[src/rtl/adc_pkg.sv]
// Shared constants, output-stage state type and FIFO word packing for the ADC stream scheduler.
package adc_pkg;

  localparam int ADC_WORD_W   = 32;
  localparam int CH_ID_LSB    = 28;
  localparam int CH_ID_W      = 4;
  localparam int SEQ_LSB      = 24;
  localparam int SEQ_W        = 4;
  localparam int SAMPLE_MAX_W = 24;

  typedef enum logic {
    S_IDLE  = 1'b0,
    S_OFFER = 1'b1
  } out_state_t;

  // Word layout: {ch_id[3:0], seq[3:0], sample[23:0]}
  function automatic logic [ADC_WORD_W-1:0] pack_adc_word(
    input logic [CH_ID_W-1:0]      ch_id,
    input logic [SEQ_W-1:0]        seq,
    input logic [SAMPLE_MAX_W-1:0] sample
  );
    logic [ADC_WORD_W-1:0] word;
    word = '0;
    word[CH_ID_LSB +: CH_ID_W] = ch_id;
    word[SEQ_LSB +: SEQ_W]     = seq;
    word[SAMPLE_MAX_W-1:0]     = sample;
    return word;
  endfunction

endpackage

[src/rtl/adc_stream_sched_if.sv]
// FIFO push port of the ADC stream scheduler.
// A word transfers on a clock edge where fifo_push_valid and fifo_push_ready are both high;
// once valid rises, valid and data hold unchanged until that transfer (never retracted).
interface adc_stream_sched_if;
  import adc_pkg::*;

  logic                  fifo_push_valid;
  logic [ADC_WORD_W-1:0] fifo_push_data;
  logic                  fifo_push_ready;

  modport master (
    output fifo_push_valid,
    output fifo_push_data,
    input  fifo_push_ready
  );

  modport slave (
    input  fifo_push_valid,
    input  fifo_push_data,
    output fifo_push_ready
  );

endinterface

[src/rtl/adc_stream_sched_rr_pick.sv]
// Combinational round-robin picker: first set request scanning from ptr+1, wrapping modulo N.
module adc_stream_sched_rr_pick #(
  parameter int N     = 8,
  parameter int IDX_W = $clog2(N)
) (
  input  logic [N-1:0]     req,
  input  logic [IDX_W-1:0] ptr,
  output logic [N-1:0]     gnt,
  output logic [IDX_W-1:0] gnt_idx,
  output logic             any
);

  always_comb begin
    int c;
    logic [IDX_W-1:0] ci;
    gnt     = '0;
    gnt_idx = '0;
    any     = 1'b0;
    c       = 0;
    ci      = '0;
    // Offset N comes last, so ptr itself is the lowest-priority candidate.
    for (int k = 1; k <= N; k++) begin
      c  = (int'(ptr) + k) % N;
      ci = IDX_W'(c);
      if (!any && req[ci]) begin
        any     = 1'b1;
        gnt[ci] = 1'b1;
        gnt_idx = ci;
      end
    end
  end

endmodule

[src/rtl/adc_stream_sched.sv]
// Multi-channel ADC sample scheduler: per-channel one-word holding slots, sequence tagging,
// round-robin arbitration and a single-word output stage feeding the stream FIFO push port.
module adc_stream_sched
  import adc_pkg::*;
#(
  parameter int NUM_CH   = 8,
  parameter int SAMPLE_W = 24
) (
  input  logic                       clk,
  input  logic                       rst,
  input  logic                       enable,
  input  logic [NUM_CH-1:0]          ch_enable_mask,
  input  logic [NUM_CH-1:0]          smp_valid,
  input  logic [NUM_CH*SAMPLE_W-1:0] smp_data,
  adc_stream_sched_if.master         push,
  output logic [NUM_CH-1:0]          drop_sticky,
  input  logic [NUM_CH-1:0]          drop_clear,
  output logic [15:0]                words_pushed,
  output logic                       busy,
  output out_state_t                 dbg_state
);

  localparam int IDX_W = $clog2(NUM_CH);

  if (NUM_CH < 2 || NUM_CH > 16) begin : g_bad_num_ch
    $fatal(1, "adc_stream_sched: NUM_CH must be 2..16");
  end
  if (SAMPLE_W < 1 || SAMPLE_W > SAMPLE_MAX_W) begin : g_bad_sample_w
    $fatal(1, "adc_stream_sched: SAMPLE_W must be 1..24");
  end

  logic [NUM_CH-1:0]   hold_vld;
  logic [SAMPLE_W-1:0] hold_data [NUM_CH];
  logic [SEQ_W-1:0]    hold_seq  [NUM_CH];
  logic [SEQ_W-1:0]    seq       [NUM_CH];
  logic [IDX_W-1:0]    rr_ptr;

  logic [NUM_CH-1:0]   arrival;
  logic [NUM_CH-1:0]   gnt;
  logic [NUM_CH-1:0]   granted;
  logic [NUM_CH-1:0]   drop;
  logic [IDX_W-1:0]    gnt_idx;
  logic                any;
  logic                arb_en;
  logic                load;

  out_state_t            state_q;
  out_state_t            state_d;
  logic [ADC_WORD_W-1:0] out_data;
  logic [SAMPLE_MAX_W-1:0] win_sample;

  assign arrival = smp_valid & ch_enable_mask & {NUM_CH{enable}};
  assign granted = gnt & {NUM_CH{arb_en}};
  // A full slot that is being granted this cycle can still accept the new sample.
  assign drop    = arrival & hold_vld & ~granted;

  adc_stream_sched_rr_pick #(
    .N     (NUM_CH),
    .IDX_W (IDX_W)
  ) u_rr_pick (
    .req     (hold_vld),
    .ptr     (rr_ptr),
    .gnt     (gnt),
    .gnt_idx (gnt_idx),
    .any     (any)
  );

  always_ff @(posedge clk or posedge rst) begin
    if (rst) begin
      hold_vld    <= '0;
      drop_sticky <= '0;
      for (int i = 0; i < NUM_CH; i++) begin
        hold_data[i] <= '0;
        hold_seq[i]  <= '0;
        seq[i]       <= '0;
      end
    end else begin
      for (int i = 0; i < NUM_CH; i++) begin
        if (arrival[i]) begin
          seq[i] <= seq[i] + SEQ_W'(1);
          if (!hold_vld[i] || granted[i]) begin
            hold_vld[i]  <= 1'b1;
            hold_data[i] <= smp_data[i*SAMPLE_W +: SAMPLE_W];
            hold_seq[i]  <= seq[i];
          end
        end else if (granted[i]) begin
          hold_vld[i] <= 1'b0;
        end
      end
      drop_sticky <= (drop_sticky & ~drop_clear) | drop;
    end
  end

  // Output stage: arbitrate when empty, or when the offered word is accepted this cycle.
  always_comb begin
    state_d = state_q;
    arb_en  = 1'b0;
    load    = 1'b0;
    case (state_q)
      S_IDLE:  arb_en = 1'b1;
      S_OFFER: arb_en = push.fifo_push_ready;
      default: arb_en = 1'b0;
    endcase
    if (arb_en) begin
      load    = any;
      state_d = any ? S_OFFER : S_IDLE;
    end
  end

  always_comb begin
    win_sample = '0;
    win_sample[SAMPLE_W-1:0] = hold_data[gnt_idx];
  end

  always_ff @(posedge clk or posedge rst) begin
    if (rst) begin
      state_q  <= S_IDLE;
      out_data <= '0;
      // Pointing at the last channel makes the first scan after reset start at channel 0.
      rr_ptr   <= IDX_W'(NUM_CH - 1);
    end else begin
      state_q <= state_d;
      if (load) begin
        out_data <= pack_adc_word(CH_ID_W'(gnt_idx), hold_seq[gnt_idx], win_sample);
        rr_ptr   <= gnt_idx;
      end
    end
  end

  always_ff @(posedge clk or posedge rst) begin
    if (rst) begin
      words_pushed <= '0;
    end else if (push.fifo_push_valid && push.fifo_push_ready) begin
      words_pushed <= words_pushed + 16'd1;
    end
  end

  assign push.fifo_push_valid = (state_q == S_OFFER);
  assign push.fifo_push_data  = out_data;
  assign busy                 = (|hold_vld) || (state_q == S_OFFER);
  assign dbg_state            = state_q;

endmodule
[src/flat_wrapper.sv]
// flat-port wrapper written by rule: the top's interface ports become plain ports
module adc_stream_sched_flat import adc_pkg::*;
#(
  parameter int NUM_CH   = 8,
  parameter int SAMPLE_W = 24
)
  (clk, rst, enable, ch_enable_mask, smp_valid, smp_data, drop_sticky, drop_clear, words_pushed, busy, dbg_state, push_fifo_push_valid, push_fifo_push_data, push_fifo_push_ready);
  adc_stream_sched_if push_i ();
  input  logic clk;
  input  logic rst;
  input  logic enable;
  input  logic [NUM_CH-1:0] ch_enable_mask;
  input  logic [NUM_CH-1:0] smp_valid;
  input  logic [NUM_CH*SAMPLE_W-1:0] smp_data;
  output logic [NUM_CH-1:0] drop_sticky;
  input  logic [NUM_CH-1:0] drop_clear;
  output logic [15:0] words_pushed;
  output logic busy;
  output out_state_t dbg_state;
  output wire logic [$bits(push_i.fifo_push_valid)-1:0] push_fifo_push_valid;
  output wire logic [$bits(push_i.fifo_push_data)-1:0] push_fifo_push_data;
  input wire logic [$bits(push_i.fifo_push_ready)-1:0] push_fifo_push_ready;
  assign push_fifo_push_valid = push_i.fifo_push_valid;
  assign push_fifo_push_data = push_i.fifo_push_data;
  assign push_i.fifo_push_ready = push_fifo_push_ready;
  adc_stream_sched #(.NUM_CH(NUM_CH), .SAMPLE_W(SAMPLE_W)) u_core (.clk(clk), .rst(rst), .enable(enable), .ch_enable_mask(ch_enable_mask), .smp_valid(smp_valid), .smp_data(smp_data), .push(push_i), .drop_sticky(drop_sticky), .drop_clear(drop_clear), .words_pushed(words_pushed), .busy(busy), .dbg_state(dbg_state));
endmodule
[config.mk]
export PLATFORM = sky130hd
export DESIGN_NAME = adc_stream_sched_flat
export DESIGN_NICKNAME = d
export VERILOG_FILES = /design/src/rtl/adc_pkg.sv /design/src/rtl/adc_stream_sched_if.sv /design/src/rtl/adc_stream_sched_rr_pick.sv /design/src/rtl/adc_stream_sched.sv /design/src/flat_wrapper.sv
export SDC_FILE = /design/constraint.sdc
export NUM_CORES = 1
export LEC_CHECK = 0
export CORE_UTILIZATION = 53
export CTS_CLUSTER_DIAMETER = 40
export DETAILED_ROUTE_END_ITERATION = 6
export GPL_TIMING_DRIVEN = 0
export PLACE_DENSITY_LB_ADDON = 0.1
export SLEW_MARGIN = 20
export SYNTH_ARGS = -nofsm -noshare
export SYNTH_HDL_FRONTEND = slang
export SYNTH_SLANG_ARGS = --single-unit
[constraint.sdc]
create_clock -name clk -period 14.55 [get_ports clk]
set_input_delay 2.91 -clock clk [delete_from_list [all_inputs] [get_ports clk]]
set_output_delay 2.91 -clock clk [all_outputs]
set_load 0.01 [all_outputs]
==> impl_metrics.ini, run 1 <==
[synth]
ys.flop_type = dfrtp_1
syn_area_um2 = 15700
synthArstFlopShare_pct = 100
synth.avg_cell_area_um2 = 12.3
synth_compound_area_share_pct = 13.1
syn-num-nets = 1509
post_synth_fa_ha_maj_area_fraction_pct = 1.20
synth_edf_count = 0
yosysSeqAreaShare_pct = 51.5
synth_xor_area_share_pct = 2.40
yosys_warnings = 0
synth_mux_area_share_pct = 19.7
synth_top_family_by_area = multiplexers
synth-seq-cells = 323
synthSimpleGateAreaFrac_pct = 8.40
synthCells = 1274
yosysUniqueCellTypes = 73

[global_route]
overflow = 0
grt_max_degree = 91
grt_pass1_vias = 12949
grt_pass1_wl_um = 74700
antenna_found_initial = 7
grtUsageTotal_pct = 32.4

[clock_tree]
cts_resized = 0
cts_buffers = 42
clkLatencyLatePin_ps = 550
cts.sinks = 323
clkTransAtPathRegs_ps = 50
cts_tree = done
cts_setup_buffers = 0
holdBufCountCts = 0
cts_buffer_depth = 3
h-tree-depth = 2
root_buffer = clkbuf_16

[status]
status = completed

[timing]
setup_viol = 0
grt_setup_unrepaired = no
drv_slew = 0
min_period_ps = 6140
timing.fmax_ghz = 0.163
finalHoldViolCount = 0
finClkSkew_ps = 18.6
tightest_slew_ps = 1060
relSlewSlack_pct = 28.7
fin_crit_sh_pct = 42.2

[floorplan]
initial_utilization_pct = 54.2
core_area_um2 = 28900
ioPinCount = 279
die_h_um = 174
dieArea_um2 = 30300
rows = 62
dieWidth_um = 174

[route]
drtAntennaViolNets = 0
drt_wl_total_um = 48200
drtIter0Drc = 918
routed-wl-met3_um = 4010
viasPerCell = 6.14
firstDrtPassIters = 5
m1WireLength_um = 20300
avgRoutedWirePerCell_um = 23.8
drc = 0
met2_length_um = 22100
route.vias.total = 12423
topRoutingLayerUsed = met4

[setup_path]
slowest_stage = dfstp_2
reg2reg_from = u_core.rr_ptr[0]
path_depth = 17
crit_end = u_core.hold_data[168]
r2r_slack_ps = 8410
path_delay_family = buffers and inverters
crit_top_cell = buf_2
worst_r2r_path_depth = 17
crit_required_ps = 14960
path_max_fanout = 10
reg2reg_to = u_core.hold_data[168]
path_cells = buf_4 -> buf_2 -> inv_1 -> clkbuf_1 -> ha_1 -> xnor2_1 -> mux2_2 -> a221o_1 -> nor4b_2 -> buf_4 -> a222oi_1 -> nand3_1 -> a31oi_1 -> nand2b_1 -> buf_2 -> buf_2 -> mux2_2
path_class = flop to flop
max_stage_delay_ps = 600
worstPathArrival_ps = 6550
critPathCaptureType = flop
crit_buf_inv = 7
setup.worst_path.start_class = flop
critPathLaunch = u_core.rr_ptr[0]

[place]
port_buffers = 277
place_area_um2 = 19000
dp.cells = 1938
globalplace.congestion = 0.872
dp_hpwl_um = 34300

[job]
max_cap_viol_count = 0

[final_layout]
layout.nets = 1833
layout.cells.non_filler = 2023
design_area_um2 = 20500
utilization_pct = 70.8
n_fill_cell = 2086
drive_gt1_share_pct = 20.3
area_growth_pct = 30.5

[hold_path]
hold_class = flop to flop
[cell usage after synthesis (all sizes together), types with 3 or more instances]
master,n,area (um^2)
inv,19,71.3
mux4,11,248
nand4,13,93.8
and2,32,200
a22oi,4,30.0
a222oi,3,30.0
dfstp,3,78.8
nor3,12,65.1
nor2,30,115
a21oi,12,75.1
dfrtp,320,8010
nand2b,5,31.3
buf,54,345
a211oi,56,433
clkbuf,39,146
mux2,239,2700
nand2,51,199
o31ai,3,22.5
ha,15,188
xor2,16,140
and3,3,18.8
a221o,82,821
o41ai,6,60.1
o21ai,67,335
mux2i,13,146
a21o,3,22.5
o22ai,7,43.8
nand3,80,400
or2,3,18.8
xnor2,27,236
or3,6,37.5
nor4,3,25.0
nor2b,8,50.1
[flip-flops by register name (all words and copies together) (netlist names)]
name / count
u_core.hold_data: 192
u_core.hold_seq: 32
u_core.seq: 32
u_core.push.fifo_push_data: 31
u_core.words_pushed: 16
u_core.drop_sticky: 8
u_core.hold_vld: 8
u_core.rr_ptr: 3
u_core.dbg_state: 1
[placed cells by master (no fill, tap or decap), types with 15 or more instances in the layout]
cell             netlist  layout
nor2_1                29      29
nand3_1               80      80
ha_1                  15      15
o21ai_0               62      62
dfrtp_1              320     320
clkbuf_16              0      43
mux2_1                70      70
clkbuf_1              39      47
a211oi_1              55      55
mux2_2               167     167
a221o_1               82      82
and2_1                32      32
inv_1                 18      17
xnor2_1               27      27
buf_4                 18      18
buf_2                 30      30
clkdlybuf4s50_1        0     277
nand2_1               50      50
xor2_1                16      16
[metal layers]
metal / global-route usage, % / vias up
li1: - / 5453
met1: 44.2 / 6231
met2: 49.9 / 625
met3: 7.37 / 114
met4: 13.6 / 0
met5: 0 / -
[how the worst min path moves through the flow]
stage,endpoint,start,depth (start not counted),slack (ps)
finish,u_core.words_pushed[15],u_core.words_pushed[15],1,470
global route,u_core.seq[7],u_core.seq[7],1,480
CTS,u_core.seq[15],u_core.seq[15],1,470
detailed placement,u_core.seq[15],u_core.seq[15],1,460
global placement,u_core.seq[15],u_core.seq[15],1,450
floorplan,u_core.seq[15],u_core.seq[15],1,440
[metrics by stage]
stage | setup slack (ps) | TNS (ps) | hold slack (ps)
final | 8410 | 0 | 468
after global routing | 8100 | 0 | 477
after CTS | 8460 | 0 | 468
after detailed placement | 8490 | 0 | 461
after global placement | -1190 | -364950 | 453
after floorplan | 2700 | 0 | 436
[worst reg2reg max path: stages (launching register included)]
cell and delay [ps]:
dfstp_2 600, buf_4 220, buf_2 310, inv_1 180
clkbuf_1 290, ha_1 340, xnor2_1 590, mux2_2 410
a221o_1 400, nor4b_2 210, buf_4 200, a222oi_1 440
nand3_1 170, a31oi_1 410, nand2b_1 160, buf_2 310
buf_2 390, mux2_2 390
[cell families after synthesis]
logic type | Yosys count
buffers and inverters | 113
muxes | 263
and+or+nand+nor | 253
other | 1
xor gates and xnor gates | 43
AOI/OAI and AO/OA | 263
adders and majority gates | 15
DFF | 323
[final cells by class]
type	instances	area, um^2	area share, %
Clock inverter	23	255	1.25
Inverter	20	82.6	0.403
Buffer	93	492	2.40
Clock buffer	55	1160	5.67
Antenna cell	7	17.5	0.0855
Timing Repair Buffer	280	2860	13.9
Sequential cell	323	8090	39.5
Tap cell	384	480	2.35
Multi-Input combinational cell	838	7050	34.4
Power of run 1 is not shown: default switching activity piles up to over one toggle a cycle in this logic, so the estimate is an artifact.
==> inputs of run 2 (changes only) <==
- clock period: 14.55 -> 6 ns (I/O delays scaled with it)
==> run 2 against run 1 <==
Against the previous run: clock-buffer cell count shrank 5; via count grew 0.84%; sequential cell count is the same; non-clock buffer count grew 10; final cell count grew 0.74%; critical path depth grew 1; worst setup slack lost 8200 ps; first-iteration DRC count shrank 8.1%; worst hold slack lost 0.61 ps; clock skew grew 3.4 ps; die area is the same; utilization grew 1.3 points.
==> impl_metrics.ini, run 2 (synthesized netlist as in run 1, its figures left out) <==
[status]
status = completed

[route]
drt_wl_total_um = 48400
drtIter0Drc = 844
route.vias.total = 12527
viasPerCell = 6.15
avgRoutedWirePerCell_um = 23.7
drtAntennaViolNets = 0
drc = 0
firstDrtPassIters = 6

[clock_tree]
clkTransAtPathRegs_ps = 60
cts_tree = done
root_buffer = clkbuf_16
cts_buffers = 45
cts_buffer_depth = 3
clkLatencyLatePin_ps = 560
h-tree-depth = 2
cts.sinks = 323
holdBufCountCts = 0

[timing]
timing.fmax_ghz = 0.172
setup_ws_ps = 201
drv_slew = 0
tightest_slew_ps = 986
relSlewSlack_pct = 32.6
grt_setup_unrepaired = no
min_period_ps = 5800
finClkSkew_ps = 21.9
fin_setup_tns_ps = 0
fin_crit_sh_pct = 96.6
hold_slack_ps = 467
finalHoldViolCount = 0
setup_viol = 0

[global_route]
grt_pass1_vias = 12835
antenna_found_initial = 7
grt_max_degree = 34
overflow = 0
grt_pass1_wl_um = 74000
grtUsageTotal_pct = 32.3

[setup_path]
worstPathArrival_ps = 6220
slowest_stage = dfstp_2
crit_required_ps = 6420
crit_top_cell = buf_4
path_cells = buf_4 -> clkbuf_4 -> inv_1 -> clkbuf_1 -> ha_1 -> buf_2 -> buf_6 -> mux2_4 -> or2_0 -> mux4_2 -> or3_1 -> o211a_1 -> o21a_1 -> o21ai_1 -> nor2b_1 -> buf_4 -> buf_4 -> mux2_2
path_class = flop to flop
path_max_fanout = 10
setup.worst_path.start_class = flop
critPathCaptureType = flop
max_stage_delay_ps = 610

[floorplan]
dieWidth_um = 174
ioPinCount = 279
die_h_um = 174
core_area_um2 = 28900
initial_utilization_pct = 54.2
dieArea_um2 = 30300
rows = 62

[final_layout]
top_register = u_core.hold_data
drive_gt1_share_pct = 22.2
reg_top3 = u_core.hold_data x192, u_core.hold_seq x32, u_core.seq x32
final_common_cell = dfrtp_1
n_fill_cell = 2067
design_area_um2 = 20900
layout.nets = 1846
layout_common_cells = dfrtp_1, clkdlybuf4s50_1, mux2_2, a221o_1, nand3_1
area_growth_pct = 32.9
largest_reg_flops = 192

[place]
place_area_um2 = 19200
port_buffers = 277
pre_cts_slack_ps = -35.6
globalplace.congestion = 0.857
dp_hpwl_um = 34700

[job]
max_cap_viol_count = 0

[hold_path]
hold_class = flop to flop
-- run 2: layout make-up --
type | count | area [um^2] | area share (%)
clock inverter | 34 | 387 | 1.85
tap | 384 | 480 | 2.30
sequential | 323 | 8090 | 38.8
multi-input combinational | 838 | 7130 | 34.2
antenna | 6 | 15.0 | 0.0720
timing repair buffer | 290 | 3000 | 14.4
buffer | 93 | 502 | 2.41
inverter | 20 | 78.8 | 0.378
clock buffer | 50 | 1180 | 5.68
-- run 2: path summary, 6_finish.rpt --
check | startpoint | end | cells past startpoint | slack, ps
worst max-delay path | u_core.rr_ptr[0] | u_core.hold_data[147] | 18 | 200
worst min-delay path | u_core.words_pushed[15] | u_core.words_pushed[15] | 1 | 470
worst max register to register | u_core.rr_ptr[0] | u_core.hold_data[147] | 18 | 200
worst min register to register | u_core.words_pushed[15] | u_core.words_pushed[15] | 1 | 470
max in group asynchronous | rst | u_core.rr_ptr[2] | 6 | 3570
min in group asynchronous | rst | u_core.seq[3] | 2 | 1070
-- run 2: per-stage QoR --
stage | instances | utilization (%)
5_1_grt | 2038 | 72.1
6_report | 2038 | 72.1
2_1_floorplan | 1274 | -
3_3_place_gp | 1935 | 65.5
4_1_cts | 2029 | 71.7
3_5_place_dp | 1945 | 66.2
-- run 2: timing repair --
item	4_1_cts	5_1_grt
setup endpoints to repair	40	170
buffers inserted	0	3
gates resized for setup	2	15
pin swaps	0	2
-- run 2: critical path, delay by kind of cell (launching register included) --
| kind | cells | cell delay [ps] |
|---|---|---|
| buffers and inverters | 8 | 1870 |
| flip-flops | 1 | 610 |
| AO/OA/AOI/OAI | 3 | 680 |
| adder cells (fa/ha/maj) | 1 | 350 |
| AND/OR/NAND/NOR | 3 | 970 |
| multiplexers | 3 | 1190 |
-- run 2: routing by layer --
metal	share of wire, %	vias up	global-route usage [%]	wire (um)
met4	3.6	2	13.0	1740
met2	46	650	49.5	22000
met3	9.0	113	7.17	4330
li1	-	5472	-	-
met5	0.017	-	0	8
met1	42	6290	44.7	20300
Power of run 2 is left out for the same reason.
==> inputs of run 3 (changes only) <==
- CORE_UTILIZATION: 53 -> 57
- clock period: 6 -> 6.9 ns (I/O delays scaled with it)
==> run 3 against run 2 <==
Against the previous run: sequential share of layout area up 0.52 points; worst setup slack better by 590 ps; maximum frequency down 5.0%; global-route usage up 2.6 points; final cell count down 2.7%; wire length up 0.11%; critical path depth down 2; die area down 6.9%; highest routed layer is now met4.
==> impl_metrics.ini, run 3 (synthesized netlist as in run 1, its figures left out) <==
[status]
status = completed

[final_layout]
utilization_pct = 76.4
layout.cells.non_filler = 1983
n_fill_cell = 1739
drive_gt1_share_pct = 20.6
largest_reg_flops = 192
top_register = u_core.hold_data
final_common_cell = dfrtp_1
layout.nets = 1840
design_area_um2 = 20600
area_growth_pct = 31.1
reg_top3 = u_core.hold_data x192, u_core.hold_seq x32, u_core.seq x32
layout_common_cells = dfrtp_1, clkdlybuf4s50_1, mux2_2, a221o_1, nand3_1

[place]
globalplace.congestion = 0.882
dp_hpwl_um = 34600
place_area_um2 = 19100
dp.cells = 1902
port_buffers = 277

[route]
viasPerCell = 6.40
drt_wl_total_um = 48400
route.vias.total = 12694
firstDrtPassIters = 5
drtIter0Drc = 996
drc = 0
avgRoutedWirePerCell_um = 24.4
drtAntennaViolNets = 0

[timing]
finClkSkew_ps = 23.0
min_period_ps = 6110
tightest_slew_ps = 1060
finalHoldViolCount = 0
drv_slew = 0
timing.fmax_ghz = 0.164
fin_crit_sh_pct = 88.5
grt_setup_unrepaired = no
setup_viol = 0
relSlewSlack_pct = 28.6

[setup_path]
setup.worst_path.start_class = flop
crit_required_ps = 7360
worstPathArrival_ps = 6560
path_class = flop to flop
critPathCaptureType = flop
path_max_fanout = 10

[clock_tree]
cts.sinks = 323
cts_buffers = 42
cts_buffer_depth = 3
cts_tree = done
clkLatencyLatePin_ps = 540
root_buffer = clkbuf_16
cts_resized = 0
cts_setup_buffers = 0
clkTransAtPathRegs_ps = 60
holdBufCountCts = 0
h-tree-depth = 2

[global_route]
grtUsageTotal_pct = 34.9
grt_pass1_vias = 12790
grt_pass1_wl_um = 74400
overflow = 0
grt_max_degree = 35
antenna_found_initial = 4

[floorplan]
ioPinCount = 279
initial_utilization_pct = 58.2
dieWidth_um = 168
dieArea_um2 = 28200
core_area_um2 = 27000
die_h_um = 168
rows = 60

[hold_path]
hold_class = flop to flop

[job]
max_cap_viol_count = 0
==> run 3: path summary, 6_finish.rpt <==
path	startpoint	cells after the start	end	slack (ps)
max	u_core.rr_ptr[0]	16	u_core.push.fifo_push_data[2]	790
min	u_core.seq[15]	1	u_core.seq[15]	470
max reg2reg	u_core.rr_ptr[0]	16	u_core.push.fifo_push_data[2]	790
min reg2reg	u_core.seq[15]	1	u_core.seq[15]	470
max in group asynchronous	rst	5	u_core.rr_ptr[0]	4430
min in group asynchronous	rst	2	u_core.seq[1]	1300
==> run 3: cell type report <==
cell class              count  area (um^2)  share of cell area, %
flip-flops and latches    323         8090                   39.3
clock buffers              55         1160                   5.64
diodes                      5         12.5                 0.0608
well taps                 341          427                   2.07
inverters                  20         78.8                  0.383
clock inverters            21          297                   1.44
plain buffers              93          492                   2.39
repair buffers            287         2980                   14.5
multi-input cells         838         7050                   34.2
==> run 3: through the flow <==
stage / setup slack (ps) / hold slack [ps] / TNS [ps]
after global placement: -1010 / 453 / -306600
after detailed placement: 873 / 460 / 0
after floorplan: 1210 / 436 / 0
final: 794 / 469 / 0
after global routing: 372 / 487 / 0
after CTS: 831 / 470 / 0
==> run 3: worst max-delay path, stage by stage (launching register included) <==
cell and delay, ps:
dfstp_2 600, buf_4 220, buf_2 290, inv_1 180, clkbuf_1 280, ha_1 330
xnor2_1 590, mux2_2 410, a221o_1 390, nor4b_2 210, buf_4 200, nor4_4 800
clkbuf_1 410, o21ai_0 160, a211oi_1 580, a221o_1 220, a221o_1 150
==> run 3: layer usage <==
| layer | up-vias | share of wire (%) | global-route usage [%] |
|---|---|---|---|
| met4 | 0 | 4.0 | 13.8 |
| met5 | - | 0 | 0 |
| met1 | 6436 | 42 | 48.4 |
| met2 | 673 | 46 | 54.0 |
| met3 | 129 | 8.3 | 7.22 |
| li1 | 5456 | - | - |
Power of run 3 is left out for the same reason.
